<file path="config.mk">
export PLATFORM = sky130hd
export DESIGN_NAME = router_addr_gen
export DESIGN_NICKNAME = d
export VERILOG_FILES = /design/src/rtl/router_addr_gen.sv
export SDC_FILE = /design/constraint.sdc
export NUM_CORES = 1
export LEC_CHECK = 0
export ABC_AREA = 1
export CAP_MARGIN = 20
export CORE_UTILIZATION = 49
export CTS_CLUSTER_DIAMETER = 100
export DETAILED_ROUTE_END_ITERATION = 8
export PLACE_DENSITY = 0.71
export SLEW_MARGIN = 10
export SYNTH_ARGS = -nofsm -noshare
export SYNTH_HDL_FRONTEND = slang
export SYNTH_SLANG_ARGS = --single-unit
</file>
<file path="constraint.sdc">
create_clock -name i_clk -period 5.7 [get_ports i_clk]
set_clock_uncertainty 0.1 [all_clocks]
set_input_delay 1.71 -clock i_clk [delete_from_list [all_inputs] [get_ports i_clk]]
set_output_delay 1.71 -clock i_clk [all_outputs]
set_load 0.01 [all_outputs]
</file>
<file path="src/rtl/router_addr_gen.sv">
// router_addr_gen
// Per-row address generator. A matching capture strobe latches one output
// coordinate, then the KxK kernel window is walked and one input-feature-map
// address per cycle is pushed into a small first-word-fall-through FIFO.
module router_addr_gen #(
  parameter int ROW_COUNT  = 4,
  parameter int ROW_ID     = 0,
  parameter int ADDR_WIDTH = 8,
  parameter int FIFO_DEPTH = 16
) (
  input  logic                  i_clk,
  input  logic                  i_rst,
  input  logic                  i_reg_clear,
  input  logic                  i_en,
  input  logic [ROW_COUNT-1:0]  i_row_id,
  input  logic [ADDR_WIDTH-1:0] i_o_x,
  input  logic [ADDR_WIDTH-1:0] i_o_y,
  input  logic [ADDR_WIDTH-1:0] i_start_addr,
  input  logic [ADDR_WIDTH-1:0] i_i_size,
  input  logic [ADDR_WIDTH-1:0] i_k_size,
  input  logic                  i_pop,
  output logic [ADDR_WIDTH-1:0] o_addr,
  output logic                  o_empty,
  output logic                  o_full,
  output logic                  o_busy,
  output logic                  o_done
);

  localparam int PTR_W  = $clog2(FIFO_DEPTH);
  localparam int CNT_W  = PTR_W + 1;
  // Widths wide enough that (x+kx)*size + start + (y+ky) never overflows.
  localparam int PROD_W = 2 * ADDR_WIDTH + 1;
  localparam int SUM_W  = PROD_W + 1;
  localparam logic [ROW_COUNT-1:0] MY_ROW   = ROW_COUNT'(ROW_ID);
  localparam logic [CNT_W-1:0]     CNT_FULL = CNT_W'(FIFO_DEPTH);

  typedef enum logic [1:0] {
    ST_IDLE,
    ST_GEN,
    ST_DONE
  } state_t;

  state_t state_reg, state_next;

  logic [ADDR_WIDTH-1:0] x_reg, x_next;
  logic [ADDR_WIDTH-1:0] y_reg, y_next;
  logic [ADDR_WIDTH-1:0] start_reg, start_next;
  logic [ADDR_WIDTH-1:0] size_reg, size_next;
  logic [ADDR_WIDTH-1:0] k_reg, k_next;
  logic [ADDR_WIDTH-1:0] kx_reg, kx_next;
  logic [ADDR_WIDTH-1:0] ky_reg, ky_next;

  logic [ADDR_WIDTH-1:0] fifo_mem [FIFO_DEPTH];
  logic [PTR_W-1:0]      wr_ptr_reg, wr_ptr_next;
  logic [PTR_W-1:0]      rd_ptr_reg, rd_ptr_next;
  logic [CNT_W-1:0]      count_reg, count_next;

  logic                  clr;
  logic                  capture;
  logic                  push;
  logic                  pop;
  logic                  fifo_full;
  logic                  fifo_empty;
  logic [ADDR_WIDTH-1:0] k_last;
  logic [ADDR_WIDTH:0]   x_sum;
  logic [ADDR_WIDTH:0]   y_sum;
  logic [PROD_W-1:0]     row_offset;
  logic [ADDR_WIDTH-1:0] gen_addr;

  // Soft clear behaves exactly like reset and wins over everything else.
  assign clr = i_rst | i_reg_clear;

  // Full/empty come from the registered count, so a pop in a full cycle
  // cannot open room for a push until the following cycle.
  assign fifo_full  = (count_reg == CNT_FULL);
  assign fifo_empty = (count_reg == '0);

  assign capture = (state_reg == ST_IDLE) && i_en && (i_row_id == MY_ROW);
  assign push    = (state_reg == ST_GEN) && !fifo_full;
  assign pop     = i_pop && !fifo_empty;
  assign k_last  = k_reg - ADDR_WIDTH'(1);

  // Window address evaluated wide, then wrapped modulo 2^ADDR_WIDTH.
  assign x_sum      = {1'b0, x_reg} + {1'b0, kx_reg};
  assign y_sum      = {1'b0, y_reg} + {1'b0, ky_reg};
  assign row_offset = PROD_W'(x_sum) * PROD_W'(size_reg);
  assign gen_addr   = ADDR_WIDTH'(SUM_W'(start_reg) + SUM_W'(row_offset) + SUM_W'(y_sum));

  // Next-state logic for the IDLE/GEN/DONE controller and the kernel walk.
  always_comb begin
    state_next = state_reg;
    x_next     = x_reg;
    y_next     = y_reg;
    start_next = start_reg;
    size_next  = size_reg;
    k_next     = k_reg;
    kx_next    = kx_reg;
    ky_next    = ky_reg;
    case (state_reg)
      ST_IDLE: begin
        if (capture) begin
          x_next     = i_o_x;
          y_next     = i_o_y;
          start_next = i_start_addr;
          size_next  = i_i_size;
          k_next     = i_k_size;
          kx_next    = '0;
          ky_next    = '0;
          // An empty kernel has nothing to push.
          state_next = (i_k_size == '0) ? ST_DONE : ST_GEN;
        end
      end
      ST_GEN: begin
        if (push) begin
          if (ky_reg == k_last) begin
            ky_next = '0;
            if (kx_reg == k_last) begin
              state_next = ST_DONE;
            end else begin
              kx_next = kx_reg + ADDR_WIDTH'(1);
            end
          end else begin
            ky_next = ky_reg + ADDR_WIDTH'(1);
          end
        end
      end
      ST_DONE: begin
        state_next = ST_DONE;
      end
      default: begin
        state_next = ST_IDLE;
      end
    endcase
  end

  // Controller and latched-operand registers.
  always_ff @(posedge i_clk) begin
    if (clr) begin
      state_reg <= ST_IDLE;
      x_reg     <= '0;
      y_reg     <= '0;
      start_reg <= '0;
      size_reg  <= '0;
      k_reg     <= '0;
      kx_reg    <= '0;
      ky_reg    <= '0;
    end else begin
      state_reg <= state_next;
      x_reg     <= x_next;
      y_reg     <= y_next;
      start_reg <= start_next;
      size_reg  <= size_next;
      k_reg     <= k_next;
      kx_reg    <= kx_next;
      ky_reg    <= ky_next;
    end
  end

  // FIFO pointer and occupancy bookkeeping.
  always_comb begin
    wr_ptr_next = wr_ptr_reg;
    rd_ptr_next = rd_ptr_reg;
    count_next  = count_reg;
    if (push) begin
      wr_ptr_next = wr_ptr_reg + PTR_W'(1);
    end
    if (pop) begin
      rd_ptr_next = rd_ptr_reg + PTR_W'(1);
    end
    case ({push, pop})
      2'b10:   count_next = count_reg + CNT_W'(1);
      2'b01:   count_next = count_reg - CNT_W'(1);
      default: count_next = count_reg;
    endcase
  end

  // FIFO pointer and count registers.
  always_ff @(posedge i_clk) begin
    if (clr) begin
      wr_ptr_reg <= '0;
      rd_ptr_reg <= '0;
      count_reg  <= '0;
    end else begin
      wr_ptr_reg <= wr_ptr_next;
      rd_ptr_reg <= rd_ptr_next;
      count_reg  <= count_next;
    end
  end

  // FIFO storage; contents need no reset because the count gates visibility.
  always_ff @(posedge i_clk) begin
    if (push && !clr) begin
      fifo_mem[wr_ptr_reg] <= gen_addr;
    end
  end

  // Head falls through; an empty FIFO presents zero.
  assign o_addr  = fifo_empty ? '0 : fifo_mem[rd_ptr_reg];
  assign o_empty = fifo_empty;
  assign o_full  = fifo_full;
  assign o_busy  = (state_reg == ST_GEN);
  assign o_done  = (state_reg == ST_DONE);

endmodule

</file>
==> out/results.ini <==
[worst_setup_path]
critical_path_buf_inv_count = 33
cpMostUsedCell = buf_4
critPathMaxStageDelay_ps = 350
endpoint_kind = flop
criticalPathCategory = reg2reg
cp_slowest_cell = dfxtp_4
cp.required_ps = 5820
cp-start-kind = flop
worstPathArrival_ps = 6140
worst-path-max-fanout = 8
cp_top_family = buffers and inverters

[yosys]
synth.cell_area_um2 = 10560
yosysWarnings = 0
synth_edf_count = 128
ys_seq_area_frac = 0.5060
yosys_most_used_dff = edfxtp_1
ys_seq_elements = 203
synth-async-reset-ratio = 0
synthCells = 1162
synthesis.nets = 1287
avgSynthCellArea_um2 = 9.091
ys_types = 39

[floorplan]
core_um2 = 21090
die_w_um = 148.8
fp.dieH_um = 148.8
initial_core_util = 0.5009
io_pins = 61
dieArea_um2 = 22150
core.rowCount = 53

[routing]
num_vias = 8506
avgRoutedWirePerCell_um = 16.38
antenna_left = 0
drc_errors = 0
via_per_inst = 5.404
dr.pass1.iters = 5
dr.first_iter.drc_count = 712
finalWirelength_um = 25780

[sta]
slew_viol_final = 0
setup_viol = 16
max_freq_mhz = 166.1
tightest_slew_ps = 985.4
finalSetupTns_ps = -4300
maxSlewHeadroom = 0.3406
finalHoldViolCount = 0
min_period_over_period = 1.056
rsz0062_at_grt = yes
setup_slack_ps = -320.1
hold_slack_ps = 349.9
period_needed_ps = 6020

[outcome]
run_status = finished with violations
violations = setup timing

[clock_network]
cts_root_buffer = clkbuf_16
clockBufferDepth = 3
cts_buffers = 23
clkSinkCount = 203
cts_htree_levels = 1
clk_latency_ps = 510
cts.reportedPaths.clkPinSlew_ps = 60
cts_tree = built

[final_layout]
fin_nets = 1410
drive_above_1_share = 0.1355
stdcell_count = 1574
n_antenna_cell = 0
syn_to_final_growth_pct = 22.15
largest-register = fifo_mem
fillers = 1746
final_util = 0.6119
largest_register_ffs = 128

[pwr]
p_total_mw = 3.060
vdd_drop_max_v = 0.0002151
p_leak_nw = 5.165
power_density_nw_per_um2 = 237.1

[global_routing]
antenna_found_initial = 0
grtUsageTotal = 0.2351
grt_pass1_vias = 8136
grt_max_degree = 66
grt_pass1_wl_um = 40680
grt_overflow_total = 0

[place]
place_inst = 1491
portBuffers = 60
hpwlAfterDp_um = 16710
gp_congestion = 0.8979

[flow_run]
drv_cap = 0

[hold_path]
hp-class = reg2reg

cells in the final DEF, fill, tap and decap left out, types with 4 or more instances in the layout:
master and n:
a21oi_1 77, a21oi_2 4, buf_4 76, clkbuf_1 4, clkbuf_16 23, clkdlybuf4s50_1 60, clkinv_1 6, clkinvlp_4 4
dfxtp_1 72, edfxtp_1 128, fa_1 29, ha_1 39, ha_4 6, inv_1 132, inv_2 16, nand2_1 187
nand2_2 14, nand3_1 61, nand3_2 6, nand4_1 10, nor2_1 134, nor3_1 4, o21ai_0 111, o221ai_1 22
o22ai_1 10, xnor2_1 5, xor2_1 15
timing repair:
action | 4_1_cts | 5_1_grt
gates resized for setup | 24 | 29
setup endpoints to repair | 48 | 48
pin swaps | 20 | 27
hold buffers | 0 | 0
buffers inserted | 35 | 7
gates cloned | 1 | 0
worst reg2reg max path, delay by kind of cell, from the launching register on:
kind,cells,cell delay (ps)
flip-flops,1,350
AO/OA/AOI/OAI,2,120
adder cells (fa/ha/maj),2,360
AND/OR/NAND/NOR,8,880
buffers and inverters,33,3900
final cells by class:
type,instances,area (um^2),share of cell area
Inverter,151,570.5,0.04422
Sequential cell,203,5354,0.4149
Clock buffer,27,590.6,0.04577
Timing Repair inverter,1,7.507,0.0005818
Multi-Input combinational cell,764,4672,0.3621
Timing Repair Buffer,141,1261,0.09774
Tap cell,275,344.1,0.02667
Clock inverter,12,103.9,0.008048
routing by layer:
metal	global-route usage	part of all wire
met5	0	0
met4	0.06633	0.025
met3	0.03456	0.061
met2	0.4175	0.50
met1	0.2974	0.41
through the flow:
stage	instance area, um^2	worst slack [ps]
after CTS	12700	7.969
after global routing	12900	-483.2
after detailed placement	11620	-301.3
after global placement	11620	-107.2
final	12900	-320.1
after floorplan	10560	163.4
cells by family (layout without fill, tap and decap cells):
family | Yosys count | count (layout) | share of synthesized area
and+or+nand+nor | 430 | 430 | 0.1694
xor gates and xnor gates | 22 | 22 | 0.01824
buffers and inverters | 195 | 332 | 0.07083
AOI/OAI and AO/OA | 236 | 236 | 0.1235
adders and majority gates | 76 | 76 | 0.1120
DFF | 203 | 203 | 0.5060
cells in the mapped netlist, drive strengths merged, types with 2 or more instances:
cell type  instances  share of area
nor2             137          0.049
o21ai            116          0.055
xnor2              5         0.0041
nor3b              2         0.0014
clkbuf            39          0.014
o221ai            22          0.018
a21oi             82          0.040
dfxtp             75           0.14
inv              149          0.053
a211oi             2         0.0014
buf                5         0.0033
o22ai             10         0.0059
nand4             10         0.0059
nor3               4         0.0019
nor4               2         0.0012
nand2            202          0.073
nand3b             2         0.0014
nand3             68          0.033
xor2              17          0.014
fa                31          0.059
edfxtp           128           0.36
ha                45          0.053
clkinv             2        0.00071
report_power, final:
part           switching [mW]  total [mW]  internal (mW)
combinational          0.0717       0.135         0.0635
clock                   0.583        1.37          0.789
sequential            0.00285        1.55           1.55
worst paths after layout:
path	start	endpoint	slack [ps]	cells after the start
setup reg to reg	x_reg[0]	fifo_mem[11][7]	-320	45
setup / recovery	x_reg[0]	fifo_mem[11][7]	-320	45
hold reg to reg	count_reg[0]	count_reg[0]	350	1
hold / removal	count_reg[0]	count_reg[0]	350	1
Note: power is estimated with default switching activity, not from simulation.
